$ cat src/rtl/mc_controller_pkg.sv
// Shared control definitions for the multicycle ARM-subset core: FSM states,
// ALU operation codes, datapath select constants and the condition table.
package ctrl_pkg;

  typedef enum logic [3:0] {
    FETCH, DECODE, MEMADR, MEMREAD, MEMWB, MEMWRITE, EXECUTER,
    EXECUTEI, ALUWB, BRANCH, MULEX, MULWBLO, MULWBHI, MULWB
  } state_t;

  localparam logic [3:0] ALU_ADD   = 4'b0000;
  localparam logic [3:0] ALU_SUB   = 4'b0001;
  localparam logic [3:0] ALU_AND   = 4'b0010;
  localparam logic [3:0] ALU_ORR   = 4'b0011;
  localparam logic [3:0] ALU_EOR   = 4'b0100;
  localparam logic [3:0] ALU_MOV   = 4'b0101;
  localparam logic [3:0] ALU_MUL   = 4'b0110;
  localparam logic [3:0] ALU_UMULL = 4'b0111;
  localparam logic [3:0] ALU_SMULL = 4'b1000;

  localparam logic [1:0] RES_ALUOUT    = 2'b00;
  localparam logic [1:0] RES_DATA      = 2'b01;
  localparam logic [1:0] RES_ALURESULT = 2'b10;

  localparam logic [1:0] SRCA_REG = 2'b00;
  localparam logic [1:0] SRCA_PC  = 2'b01;

  localparam logic [1:0] SRCB_REG    = 2'b00;
  localparam logic [1:0] SRCB_EXTIMM = 2'b01;
  localparam logic [1:0] SRCB_FOUR   = 2'b10;

  // Standard ARM condition table; 1111 never executes.
  function automatic logic cond_check(input logic [3:0] cond, input logic [3:0] nzcv);
    logic n, z, c, v;
    {n, z, c, v} = nzcv;
    case (cond)
      4'h0: cond_check = z;
      4'h1: cond_check = !z;
      4'h2: cond_check = c;
      4'h3: cond_check = !c;
      4'h4: cond_check = n;
      4'h5: cond_check = !n;
      4'h6: cond_check = v;
      4'h7: cond_check = !v;
      4'h8: cond_check = c && !z;
      4'h9: cond_check = !c || z;
      4'hA: cond_check = (n == v);
      4'hB: cond_check = (n != v);
      4'hC: cond_check = !z && (n == v);
      4'hD: cond_check = z || (n != v);
      4'hE: cond_check = 1'b1;
      default: cond_check = 1'b0;
    endcase
  endfunction

endpackage

$ cat src/rtl/mc_controller_if.sv
// Controller <-> datapath bundle: instruction and flags in, selects/enables out.
interface mc_controller_if;
  logic [31:0] Instr;
  logic [3:0]  ALUFlags;
  logic        PCWrite;
  logic        MemWrite;
  logic        RegWrite;
  logic        IRWrite;
  logic        AdrSrc;
  logic [1:0]  RegSrc;
  logic [1:0]  ALUSrcA;
  logic [1:0]  ALUSrcB;
  logic [1:0]  ResultSrc;
  logic [1:0]  ImmSrc;
  logic [3:0]  ALUControl;
  logic        isMul;
  logic        longFlag;

  modport master (
    input  Instr, ALUFlags,
    output PCWrite, MemWrite, RegWrite, IRWrite, AdrSrc, RegSrc, ALUSrcA,
           ALUSrcB, ResultSrc, ImmSrc, ALUControl, isMul, longFlag
  );

  modport slave (
    output Instr, ALUFlags,
    input  PCWrite, MemWrite, RegWrite, IRWrite, AdrSrc, RegSrc, ALUSrcA,
           ALUSrcB, ResultSrc, ImmSrc, ALUControl, isMul, longFlag
  );
endinterface

$ cat src/rtl/mc_controller_cond_unit.sv
// NZCV flag register and condition evaluation against the registered flags.
module cond_unit
  import ctrl_pkg::*;
(
  input  logic       clk,
  input  logic       reset,
  input  logic [3:0] cond_i,
  input  logic [3:0] alu_flags_i,
  input  logic       flag_we_i,
  input  logic       nz_only_i,
  output logic       condex_o
);

  logic [3:0] nzcv_q;

  // Logical ops and multiplies leave C and V untouched.
  always_ff @(posedge clk) begin
    if (reset) begin
      nzcv_q <= 4'b0000;
    end else if (flag_we_i) begin
      nzcv_q[3:2] <= alu_flags_i[3:2];
      if (!nz_only_i) nzcv_q[1:0] <= alu_flags_i[1:0];
    end
  end

  assign condex_o = cond_check(cond_i, nzcv_q);

endmodule

$ cat src/rtl/mc_controller.sv
// Multicycle control unit: main Moore FSM, instruction decode and write gating
// of every architectural update by the instruction's condition result.
module mc_controller
  import ctrl_pkg::*;
#(
  parameter state_t RESET_STATE = FETCH
) (
  input logic clk,
  input logic reset,
  mc_controller_if.master bus
);

  state_t      state_q;
  logic        exec_ok_q;
  logic        condex;
  logic [1:0]  op;
  logic [5:0]  funct;
  logic        is_mul_dec, is_long;
  logic [3:0]  dp_alu, mul_alu;
  logic        dp_nowrite, dp_nz_only;
  logic        rd_is_pc;
  logic        pc_we, mem_we, reg_we, ir_we, long_flag, adr_src, is_mul;
  logic [1:0]  reg_src, src_a, src_b, res_src;
  logic [3:0]  alu_ctl;
  logic        flag_we;
  logic        unused_instr_bits;

  assign op         = bus.Instr[27:26];
  assign funct      = bus.Instr[25:20];
  assign is_mul_dec = (op == 2'b00) && (bus.Instr[25:24] == 2'b00) && (bus.Instr[7:4] == 4'b1001);
  assign is_long    = bus.Instr[23];
  assign rd_is_pc   = (bus.Instr[15:12] == 4'hF);
  assign mul_alu    = !is_long ? ALU_MUL : (bus.Instr[22] ? ALU_SMULL : ALU_UMULL);
  assign unused_instr_bits = ^{bus.Instr[19:16], bus.Instr[11:8], bus.Instr[3:0]};

  always_comb begin
    dp_alu     = ALU_ADD;
    dp_nowrite = 1'b0;
    dp_nz_only = 1'b0;
    case (funct[4:1])
      4'b0100: dp_alu = ALU_ADD;
      4'b0010: dp_alu = ALU_SUB;
      4'b0000: begin dp_alu = ALU_AND; dp_nz_only = 1'b1; end
      4'b1100: begin dp_alu = ALU_ORR; dp_nz_only = 1'b1; end
      4'b0001: begin dp_alu = ALU_EOR; dp_nz_only = 1'b1; end
      4'b1010: begin dp_alu = ALU_SUB; dp_nowrite = 1'b1; end
      4'b1101: begin dp_alu = ALU_MOV; dp_nz_only = 1'b1; end
      default: begin dp_alu = ALU_ADD; dp_nowrite = 1'b1; end
    endcase
  end

  assign flag_we = (state_q == EXECUTER || state_q == EXECUTEI || state_q == MULEX)
                   && funct[0] && condex && !reset;

  cond_unit u_cond (
    .clk         (clk),
    .reset       (reset),
    .cond_i      (bus.Instr[31:28]),
    .alu_flags_i (bus.ALUFlags),
    .flag_we_i   (flag_we),
    .nz_only_i   ((state_q == MULEX) || dp_nz_only),
    .condex_o    (condex)
  );

  // Condition is captured in DECODE so later write-back states are not
  // affected by flags this same instruction updates at the end of execute.
  always_ff @(posedge clk) begin
    if (reset) begin
      state_q   <= RESET_STATE;
      exec_ok_q <= 1'b0;
    end else begin
      if (state_q == DECODE) exec_ok_q <= condex;
      case (state_q)
        FETCH:    state_q <= DECODE;
        DECODE: begin
          if (op == 2'b01)      state_q <= MEMADR;
          else if (op == 2'b10) state_q <= BRANCH;
          else if (op == 2'b11) state_q <= FETCH;
          else if (is_mul_dec)  state_q <= MULEX;
          else if (funct[5])    state_q <= EXECUTEI;
          else                  state_q <= EXECUTER;
        end
        MEMADR:   state_q <= bus.Instr[20] ? MEMREAD : MEMWRITE;
        MEMREAD:  state_q <= MEMWB;
        EXECUTER, EXECUTEI: state_q <= ALUWB;
        MULEX:    state_q <= is_long ? MULWBLO : MULWB;
        MULWBLO:  state_q <= MULWBHI;
        default:  state_q <= FETCH;
      endcase
    end
  end

  always_comb begin
    pc_we = 1'b0; mem_we = 1'b0; reg_we = 1'b0; ir_we = 1'b0;
    long_flag = 1'b0; adr_src = 1'b0; is_mul = 1'b0;
    reg_src = 2'b00; src_a = SRCA_REG; src_b = SRCB_REG; res_src = RES_ALUOUT;
    alu_ctl = ALU_ADD;
    case (state_q)
      FETCH: begin
        ir_we = 1'b1; pc_we = 1'b1;
        src_a = SRCA_PC; src_b = SRCB_FOUR; res_src = RES_ALURESULT;
      end
      DECODE: begin
        src_a = SRCA_PC; src_b = SRCB_FOUR; res_src = RES_ALURESULT;
        reg_src = {op == 2'b01, op == 2'b10};
      end
      MEMADR: begin
        src_b = SRCB_EXTIMM;
        alu_ctl = bus.Instr[23] ? ALU_ADD : ALU_SUB;
      end
      MEMREAD:  adr_src = 1'b1;
      MEMWB: begin
        res_src = RES_DATA; reg_we = exec_ok_q;
        pc_we = exec_ok_q && rd_is_pc;
      end
      MEMWRITE: begin adr_src = 1'b1; mem_we = exec_ok_q; end
      EXECUTER: alu_ctl = dp_alu;
      EXECUTEI: begin src_b = SRCB_EXTIMM; alu_ctl = dp_alu; end
      ALUWB: begin
        reg_we = exec_ok_q && !dp_nowrite;
        pc_we  = exec_ok_q && !dp_nowrite && rd_is_pc;
      end
      BRANCH: begin
        reg_src = 2'b01; src_b = SRCB_EXTIMM; res_src = RES_ALURESULT;
        pc_we = exec_ok_q;
      end
      MULEX:    begin is_mul = 1'b1; alu_ctl = mul_alu; end
      MULWBLO:  begin is_mul = 1'b1; long_flag = exec_ok_q; end
      MULWBHI, MULWB: begin is_mul = 1'b1; reg_we = exec_ok_q; end
      default: ;
    endcase
  end

  assign bus.PCWrite    = pc_we && !reset;
  assign bus.MemWrite   = mem_we && !reset;
  assign bus.RegWrite   = reg_we && !reset;
  assign bus.IRWrite    = ir_we && !reset;
  assign bus.longFlag   = long_flag && !reset;
  assign bus.AdrSrc     = adr_src;
  assign bus.RegSrc     = reg_src;
  assign bus.ALUSrcA    = src_a;
  assign bus.ALUSrcB    = src_b;
  assign bus.ResultSrc  = res_src;
  assign bus.ImmSrc     = op;
  assign bus.ALUControl = alu_ctl;
  assign bus.isMul      = is_mul;

endmodule

$ cat src/flat_wrapper.sv
// flat-port wrapper written by rule: the top's interface ports become plain ports
module mc_controller_flat import ctrl_pkg::*;
#(
  parameter state_t RESET_STATE = FETCH
)
  (clk, reset, bus_Instr, bus_ALUFlags, bus_PCWrite, bus_MemWrite, bus_RegWrite, bus_IRWrite, bus_AdrSrc, bus_RegSrc, bus_ALUSrcA, bus_ALUSrcB, bus_ResultSrc, bus_ImmSrc, bus_ALUControl, bus_isMul, bus_longFlag);
  mc_controller_if bus_i ();
  input logic clk;
  input logic reset;
  input wire logic [$bits(bus_i.Instr)-1:0] bus_Instr;
  input wire logic [$bits(bus_i.ALUFlags)-1:0] bus_ALUFlags;
  output wire logic [$bits(bus_i.PCWrite)-1:0] bus_PCWrite;
  output wire logic [$bits(bus_i.MemWrite)-1:0] bus_MemWrite;
  output wire logic [$bits(bus_i.RegWrite)-1:0] bus_RegWrite;
  output wire logic [$bits(bus_i.IRWrite)-1:0] bus_IRWrite;
  output wire logic [$bits(bus_i.AdrSrc)-1:0] bus_AdrSrc;
  output wire logic [$bits(bus_i.RegSrc)-1:0] bus_RegSrc;
  output wire logic [$bits(bus_i.ALUSrcA)-1:0] bus_ALUSrcA;
  output wire logic [$bits(bus_i.ALUSrcB)-1:0] bus_ALUSrcB;
  output wire logic [$bits(bus_i.ResultSrc)-1:0] bus_ResultSrc;
  output wire logic [$bits(bus_i.ImmSrc)-1:0] bus_ImmSrc;
  output wire logic [$bits(bus_i.ALUControl)-1:0] bus_ALUControl;
  output wire logic [$bits(bus_i.isMul)-1:0] bus_isMul;
  output wire logic [$bits(bus_i.longFlag)-1:0] bus_longFlag;
  assign bus_i.Instr = bus_Instr;
  assign bus_i.ALUFlags = bus_ALUFlags;
  assign bus_PCWrite = bus_i.PCWrite;
  assign bus_MemWrite = bus_i.MemWrite;
  assign bus_RegWrite = bus_i.RegWrite;
  assign bus_IRWrite = bus_i.IRWrite;
  assign bus_AdrSrc = bus_i.AdrSrc;
  assign bus_RegSrc = bus_i.RegSrc;
  assign bus_ALUSrcA = bus_i.ALUSrcA;
  assign bus_ALUSrcB = bus_i.ALUSrcB;
  assign bus_ResultSrc = bus_i.ResultSrc;
  assign bus_ImmSrc = bus_i.ImmSrc;
  assign bus_ALUControl = bus_i.ALUControl;
  assign bus_isMul = bus_i.isMul;
  assign bus_longFlag = bus_i.longFlag;
  mc_controller #(.RESET_STATE(RESET_STATE)) u_core (.clk(clk), .reset(reset), .bus(bus_i));
endmodule
$ cat config.mk
export PLATFORM = sky130hd
export DESIGN_NAME = mc_controller_flat
export DESIGN_NICKNAME = d
export VERILOG_FILES = /design/src/rtl/mc_controller_pkg.sv /design/src/rtl/mc_controller_if.sv /design/src/rtl/mc_controller_cond_unit.sv /design/src/rtl/mc_controller.sv /design/src/flat_wrapper.sv
export SDC_FILE = /design/constraint.sdc
export NUM_CORES = 1
export LEC_CHECK = 0
export CAP_MARGIN = 20
export CELL_PAD_IN_SITES_DETAIL_PLACEMENT = 0
export CELL_PAD_IN_SITES_GLOBAL_PLACEMENT = 1
export CORE_MARGIN = 3
export CORE_UTILIZATION = 27
export CTS_CLUSTER_DIAMETER = 200
export CTS_CLUSTER_SIZE = 24
export DETAILED_ROUTE_END_ITERATION = 6
export PLACE_DENSITY_LB_ADDON = 0.1
export SYNTH_ARGS = -nofsm -noshare
export SYNTH_HDL_FRONTEND = slang
export SYNTH_SLANG_ARGS = --single-unit
$ cat constraint.sdc
create_clock -name clk -period 6.55 [get_ports clk]
set_input_delay 1.965 -clock clk [delete_from_list [all_inputs] [get_ports clk]]
set_output_delay 1.965 -clock clk [all_outputs]
set_load 0.005 [all_outputs]
==> flow_summary_export.csv, run 1 <==
group,metric,value,unit
clock_tree,cts.htree.levels,1,
clock_tree,cts.clk_slew.worst_paths,40,ps
setup_path,cp-start-kind,"input port",
clock_tree,clock_tree_from_tritoncts,"yes",
floorplan,start_util,28.7,%
finish,num_antenna_cells,0,
setup_path,worst-endpoint-arrival,3900,ps
route,antenna_violating_nets_post_route,0,
route,drt_first_pass_iters,4,
timing,clock_skew,2.70,ps
route,route.vias.total,1120,
setup_path,critPathMaxFanout,9,
timing,slew_headroom,58.3,%
route,number_of_drc_markers_in_iteration_0,69,
run,cap_violations,0,
global_routing,via_count_of_the_first_global_routing_pass,1075,
worst_hold_path,hold_depth,2,
place,gp_congestion,0.772,
outcome,result_of_the_run,"completed",
floorplan,fp.coreArea,0.00344,sq mm
logic_synthesis,synthesis.nets,179,
setup_path,cpMaxStageDelayCell,"sky130_fd_sc_hd__clkdlybuf4s50_1",
logic_synthesis,synthesized_area,988,sq um
global_routing,global_route.usage.total,13.2,%
logic_synthesis,async_flop_share,0,%
logic_synthesis,synth_ff_type,"sky130_fd_sc_hd__dfxtp_1",
route,drt-vias-per-instance,5.00,
timing,post-route-worst-setup-slack,687,ps
power_and_ir_drop,power_density,139,mW/mm^2
setup_path,path_class,"in -> out",
route,detail_route.drc_violations,0,
setup_path,required,4590,ps
timing,clock.fmax,171,MHz
global_routing,overflow,0,
finish,finish.net_count,217,
setup_path,critPathCaptureType,"output port",
clock_tree,cts_buffers,3,
timing,worst_hold_slack,507,ps
clock_tree,root_buffer,"sky130_fd_sc_hd__clkbuf_8",
logic_synthesis,yosysTopAreaCell,"sky130_fd_sc_hd__dfxtp_1",
route,wirelength,2820,um
finish,layout.cell_area.non_filler,0.00148,sq mm
place,preCtsSetupSlack,681,ps
floorplan,die_h,66.5,um
timing,period_minus_slack,5860,ps
global_routing,pin_count_of_the_biggest_net_entering_global_routing,21,
floorplan,fp-row-count,21,
floorplan,chipWidth,66.5,um
finish,final_layout_size_suffix_gt1_share,4.49,%
clock_tree,clock_sinks,9,
finish,multi_input_area,727,sq um
setup_path,slowest_delay,550,ps
setup_path,cells_traversed_along_the_worst_timing_path,"clkdlybuf4s50_1 > nor2b_1 > o21ai_0 > and3_1 > a21oi_1 > o21ai_0 > and2_1 > clkdlybuf4s50_1",
place,detailed_place_hpwl,2250,um
logic_synthesis,synth_common_cells,"sky130_fd_sc_hd__nor2_1 (16), sky130_fd_sc_hd__a21oi_1 (13), sky130_fd_sc_hd__nand2_1 (10), sky130_fd_sc_hd__dfxtp_1 (9), sky130_fd_sc_hd__o21ai_0 (9)",
timing,grt_setup_unrepaired,"no",
logic_synthesis,synth.ff_latch_count,9,
logic_synthesis,seq_area_frac_synth,18.2,%
finish,final.fill_count,363,
power_and_ir_drop,total_power_consumption_of_the_routed_design,206,uW
timing,timing_hold_violations_final,0,
logic_synthesis,synthesis.instances,141,
clock_tree,clk-insertion-delay-late,230,ps
timing,totalNegativeSetupSlack,0,ps
global_routing,initial_antenna_violation_count,0,
logic_synthesis,yosysTopAreaCellShare,18.2,%
logic_synthesis,post_synth_num_cell_types,45,
floorplan,floorplan.io_pins,59,
timing,final_max_slew_viol_count,0,
timing,setup_viol,0,
finish,syn_to_final_growth,50.1,%
timing,timing_worst_slew_pin_value,624,ps
timing,final_min_period_over_clock_period,89.5,%
place,dpl_cell_area,0.00144,sq mm
clock_tree,post_cts_resized,0,
global_routing,grt_pass1_wl,4770,um
logic_synthesis,synthMostInstantiatedCell,"sky130_fd_sc_hd__nor2_1",
clock_tree,cts_post_setup_buffers_inserted,0,
floorplan,die_area,0.00442,sq mm
clock_tree,cts_hold_buffers,0,
setup_path,worstRegToRegCells,6,
finish,register_area,180,sq um
logic_synthesis,syn_avg_cell_area,7.01,sq um
route,avgRoutedWirePerCell,12.6,um
power_and_ir_drop,leakage_power_total,0.547,nW
logic_synthesis,synthTopCellsByArea,"sky130_fd_sc_hd__dfxtp_1 (18%), sky130_fd_sc_hd__a21oi_1 (6.6%), sky130_fd_sc_hd__mux2i_1 (6.1%), sky130_fd_sc_hd__nor2_1 (6.1%), sky130_fd_sc_hd__o21ai_0 (4.6%)",
logic_synthesis,ys.warnings.count,0,
logic_synthesis,post_synth_edffs,0,
worst_hold_path,hold_path.class,"reg -> reg",
power_and_ir_drop,worst_ir_drop_vdd,0.0000709,V
clock_tree,ctsLongestPathBuffers,2,
place,io_buffers,45,
[metrics by stage]
| step | std cells | utilization [%] |
|---|---|---|
| 2_1_floorplan | 141 | - |
| 3_3_place_gp | 220 | 41.8 |
| 3_5_place_dp | 220 | 41.8 |
| 4_1_cts | 224 | 43.1 |
| 5_1_grt | 224 | 43.1 |
| 6_report | 224 | 43.1 |
[where the power goes]
group          switching, mW  internal, mW  leakage, nW  total, mW
Clock                 0.0214        0.0414       0.0255     0.0628
Combinational         0.0314        0.0436        0.449     0.0750
Sequential            0.0102        0.0581       0.0731     0.0683
Total                 0.0630         0.143        0.547      0.206
[final cells by class]
cell class              count  area share [%]
multi-input cells         114            49.0
repair buffers             45            30.4
flip-flops and latches      9            12.1
well taps                  46            3.88
clock buffers               3            2.78
inverters                   6            1.52
clock inverters             1           0.337
[routing by layer]
metal  share of wire (%)  global-route usage [%]  up-vias
met3                 4.9                    2.19        0
met4                   0                    1.52        0
met2                  45                    21.7       29
met1                  50                    18.5      514
met5                   0                       0        -
li1                    -                       -      577
[logic make-up after synthesis]
family,count (synthesis),share of synthesized area [%]
buf+inv,18,8.23
simple gates,61,32.9
other cells,1,0.379
xor+xnor,4,3.54
compound gates,41,29.5
mux,7,7.22
flops,9,18.2
[placed cells by master, fill, tap and decap left out, types with 4 or more instances in the layout]
cell type	netlist	routed
sky130_fd_sc_hd__a21oi_1	13	13
sky130_fd_sc_hd__clkdlybuf4s50_1	0	45
sky130_fd_sc_hd__dfxtp_1	9	9
sky130_fd_sc_hd__inv_1	6	6
sky130_fd_sc_hd__mux2i_1	6	6
sky130_fd_sc_hd__nand2_1	10	10
sky130_fd_sc_hd__nand2b_1	5	5
sky130_fd_sc_hd__nor2_1	16	16
sky130_fd_sc_hd__nor2b_1	4	4
sky130_fd_sc_hd__nor3_1	6	6
sky130_fd_sc_hd__nor3b_1	4	4
sky130_fd_sc_hd__o21ai_0	9	9
sky130_fd_sc_hd__xor2_1	4	4
[state kept, by name, summed over array words and instances (netlist names)]
signal	cells
u_core.u_cond.nzcv_q	4
u_core.state_q	4
u_core.exec_ok_q	1
[final timing paths]
| kind | startpoint | to | slack, ps |
|---|---|---|---|
| worst max-delay path | bus_Instr[23] | bus_RegWrite | 690 |
| worst min-delay path | u_core.u_cond.nzcv_q[1] | u_core.u_cond.nzcv_q[1] | 510 |
| worst max register to register | u_core.state_q[2] | u_core.u_cond.nzcv_q[2] | 4510 |
| worst min register to register | u_core.u_cond.nzcv_q[1] | u_core.u_cond.nzcv_q[1] | 510 |
[worst max-delay path, delay by kind of cell]
kind                   cells  cell delay [ps]
AND/OR/NAND/NOR            3              550
buffers and inverters      2             1040
AO/OA/AOI/OAI              3              350
Note: power is estimated with default switching activity, not from simulation.
==> run 2: changes to the inputs <==
--- a/config.mk
+++ b/config.mk
@@ -10,7 +10,7 @@
 export CELL_PAD_IN_SITES_GLOBAL_PLACEMENT = 1
 export CORE_MARGIN = 3
 export CORE_UTILIZATION = 27
-export CTS_CLUSTER_DIAMETER = 200
+export CTS_CLUSTER_DIAMETER = 80
 export CTS_CLUSTER_SIZE = 24
 export DETAILED_ROUTE_END_ITERATION = 6
 export PLACE_DENSITY_LB_ADDON = 0.1
==> results of run 2 <==
No change in the layout: final DEF, timing and power equal those of run 1.
==> run 3: changes to the inputs <==
==> constraint.sdc (replaced) <==
create_clock -name clk -period 7.3 [get_ports clk]
set_input_delay 2.19 -clock clk [delete_from_list [all_inputs] [get_ports clk]]
set_output_delay 2.19 -clock clk [all_outputs]
set_load 0.005 [all_outputs]
==> flow_summary_export.csv, run 3 (synthesis results as in run 1) <==
group,metric,value,unit
floorplan,floorplan.io_pins,59,
timing,worst_hold_slack,500,ps
finish,most_common_cell_after_layout_fill_and_taps_aside,"sky130_fd_sc_hd__clkdlybuf4s50_1",
clock_tree,post_cts_resized,0,
setup_path,worstRegToRegCells,6,
clock_tree,ctsLongestPathBuffers,2,
finish,syn_to_final_growth,50.1,%
route,number_of_drc_markers_in_iteration_0,65,
setup_path,reg2reg_to,"u_core.u_cond.nzcv_q[2]",
timing,timing_hold_violations_final,0,
clock_tree,cts_post_setup_buffers_inserted,0,
floorplan,fp-row-count,21,
global_routing,global_route.usage.total,13.2,%
setup_path,cells_traversed_along_the_worst_timing_path,"clkdlybuf4s50_1 > nor2b_1 > o21ai_0 > and3_1 > a21oi_1 > o21ai_0 > and2_1 > clkdlybuf4s50_1",
route,antenna_violating_nets_post_route,0,
clock_tree,cts_hold_buffers,0,
place,preCtsSetupSlack,988,ps
place,gp_congestion,0.772,
route,drt-vias-per-instance,5.09,
place,io_buffers,45,
run,cap_violations,0,
floorplan,die_h,66.5,um
finish,final_layout_size_suffix_gt1_share,4.49,%
setup_path,start_of_the_worst_register_to_register_path,"u_core.state_q[2]",
clock_tree,cts_buffers,3,
setup_path,timing.reg2reg.setup_slack,5240,ps
global_routing,grt_pass1_wl,4730,um
finish,finish.net_count,217,
route,wirelength,2830,um
power_and_ir_drop,total_power_consumption_of_the_routed_design,184,uW
clock_tree,cts.clk_slew.worst_paths,40,ps
clock_tree,clock_tree_from_tritoncts,"yes",
timing,period_minus_slack,6310,ps
worst_hold_path,hold_depth,2,
worst_hold_path,min_delay_worst_endpoint,"u_core.exec_ok_q",
floorplan,die_area,0.00442,sq mm
place,dpl_cell_area,0.00144,sq mm
global_routing,initial_antenna_violation_count,0,
worst_hold_path,hold_path.class,"reg -> reg",
setup_path,cp-start-kind,"input port",
timing,slew_headroom,59.6,%
route,drt_first_pass_iters,4,
place,detailed_place_hpwl,2270,um
outcome,result_of_the_run,"completed",
timing,final_min_period_over_clock_period,86.5,%
setup_path,timing.critical_path.max_delay_family,"buffers and inverters",
timing,clock_skew,1.08,ps
route,route.vias.total,1141,
finish,num_antenna_cells,0,
finish,layout.cell_area.non_filler,0.00148,sq mm
finish,most_frequent_cells_in_the_layout,"sky130_fd_sc_hd__clkdlybuf4s50_1 (45), sky130_fd_sc_hd__nor2_1 (16), sky130_fd_sc_hd__a21oi_1 (13), sky130_fd_sc_hd__nand2_1 (10)",
global_routing,via_count_of_the_first_global_routing_pass,1093,
clock_tree,root_buffer,"sky130_fd_sc_hd__clkbuf_8",
timing,totalNegativeSetupSlack,0,ps
global_routing,overflow,0,
clock_tree,clock_sinks,9,
place,dpl.cell_count,220,
power_and_ir_drop,leakage_power_total,0.547,nW
timing,post-route-worst-setup-slack,989,ps
power_and_ir_drop,power_density,124,mW/mm^2
worst_hold_path,beginning_of_the_worst_hold_path,"u_core.exec_ok_q",
route,detail_route.drc_violations,0,
timing,final_max_slew_viol_count,0,
setup_path,critPathMaxFanout,9,
setup_path,slowest_delay,550,ps
floorplan,fp.coreArea,0.00344,sq mm
clock_tree,clk-insertion-delay-late,230,ps
setup_path,path_class,"in -> out",
power_and_ir_drop,worst_ir_drop_vdd,0.0000609,V
clock_tree,cts.htree.levels,1,
setup_path,required,5110,ps
floorplan,start_util,28.7,%
setup_path,cpMaxStageDelayCell,"sky130_fd_sc_hd__clkdlybuf4s50_1",
timing,setup_viol,0,
setup_path,worst-endpoint-arrival,4120,ps
route,avgRoutedWirePerCell,12.6,um
setup_path,critPathCaptureType,"output port",
floorplan,chipWidth,66.5,um
timing,grt_setup_unrepaired,"no",
global_routing,pin_count_of_the_biggest_net_entering_global_routing,21,
timing,clock.fmax,158,MHz
setup_path,timing.critical_path.buf_inv,2,
timing,timing_worst_slew_pin_value,606,ps
finish,stdcell_count,224,
finish,reg.largest.list,"u_core.state_q: 4 flops, u_core.u_cond.nzcv_q: 4 flops, u_core.exec_ok_q: 1 flops",
finish,utilization_after_layout,43.1,%
[run 3: cell counts in the layout (fill, tap and decap cells not counted)]
Identical to the previous run, type by type.
[run 3: worst max-delay path by stage]
| stage | startpoint | end | slack [ps] | cells after the start |
|---|---|---|---|---|
| after floorplan | bus_Instr[23] | bus_PCWrite | 1920 | 7 |
| after CTS | bus_Instr[23] | bus_RegWrite | 980 | 8 |
| after global routing | bus_Instr[23] | bus_PCWrite | 820 | 8 |
| after global placement | bus_Instr[23] | bus_RegWrite | 990 | 8 |
| final | bus_Instr[23] | bus_RegWrite | 990 | 8 |
| after detailed placement | bus_Instr[23] | bus_PCWrite | 990 | 8 |
[run 3: power by group]
group / internal [mW] / leakage (nW) / total, mW / switching, mW
clock network: 0.0371 / 0.0255 / 0.0557 / 0.0186
registers: 0.0522 / 0.0731 / 0.0612 / 0.00901
logic: 0.0391 / 0.449 / 0.0673 / 0.0282
total: 0.128 / 0.547 / 0.184 / 0.0557
[run 3: layout make-up]
type,count,area (sq um)
Fill cell,367,1960
Multi-Input combinational cell,114,727
Timing Repair Buffer,45,450
Sequential cell,9,180
Tap cell,46,57.6
Clock buffer,3,41.3
Inverter,6,22.5
Clock inverter,1,5.00
[run 3: tightest hold or removal path, cell delays in order, from the launching register on]
cell and delay (ps):
sky130_fd_sc_hd__dfxtp_1 330, sky130_fd_sc_hd__mux2i_1 70, sky130_fd_sc_hd__nor2_1 70
[run 3: routing by layer]
layer | up-vias | share of wire, % | track usage (%) | routed length [um]
li1 | 581 | - | - | -
met1 | 524 | 48 | 17.7 | 1360
met2 | 36 | 46 | 22.4 | 1310
met3 | 0 | 5.7 | 2.53 | 162
met4 | 0 | 0 | 1.52 | 0
met5 | - | 0 | 0 | 0
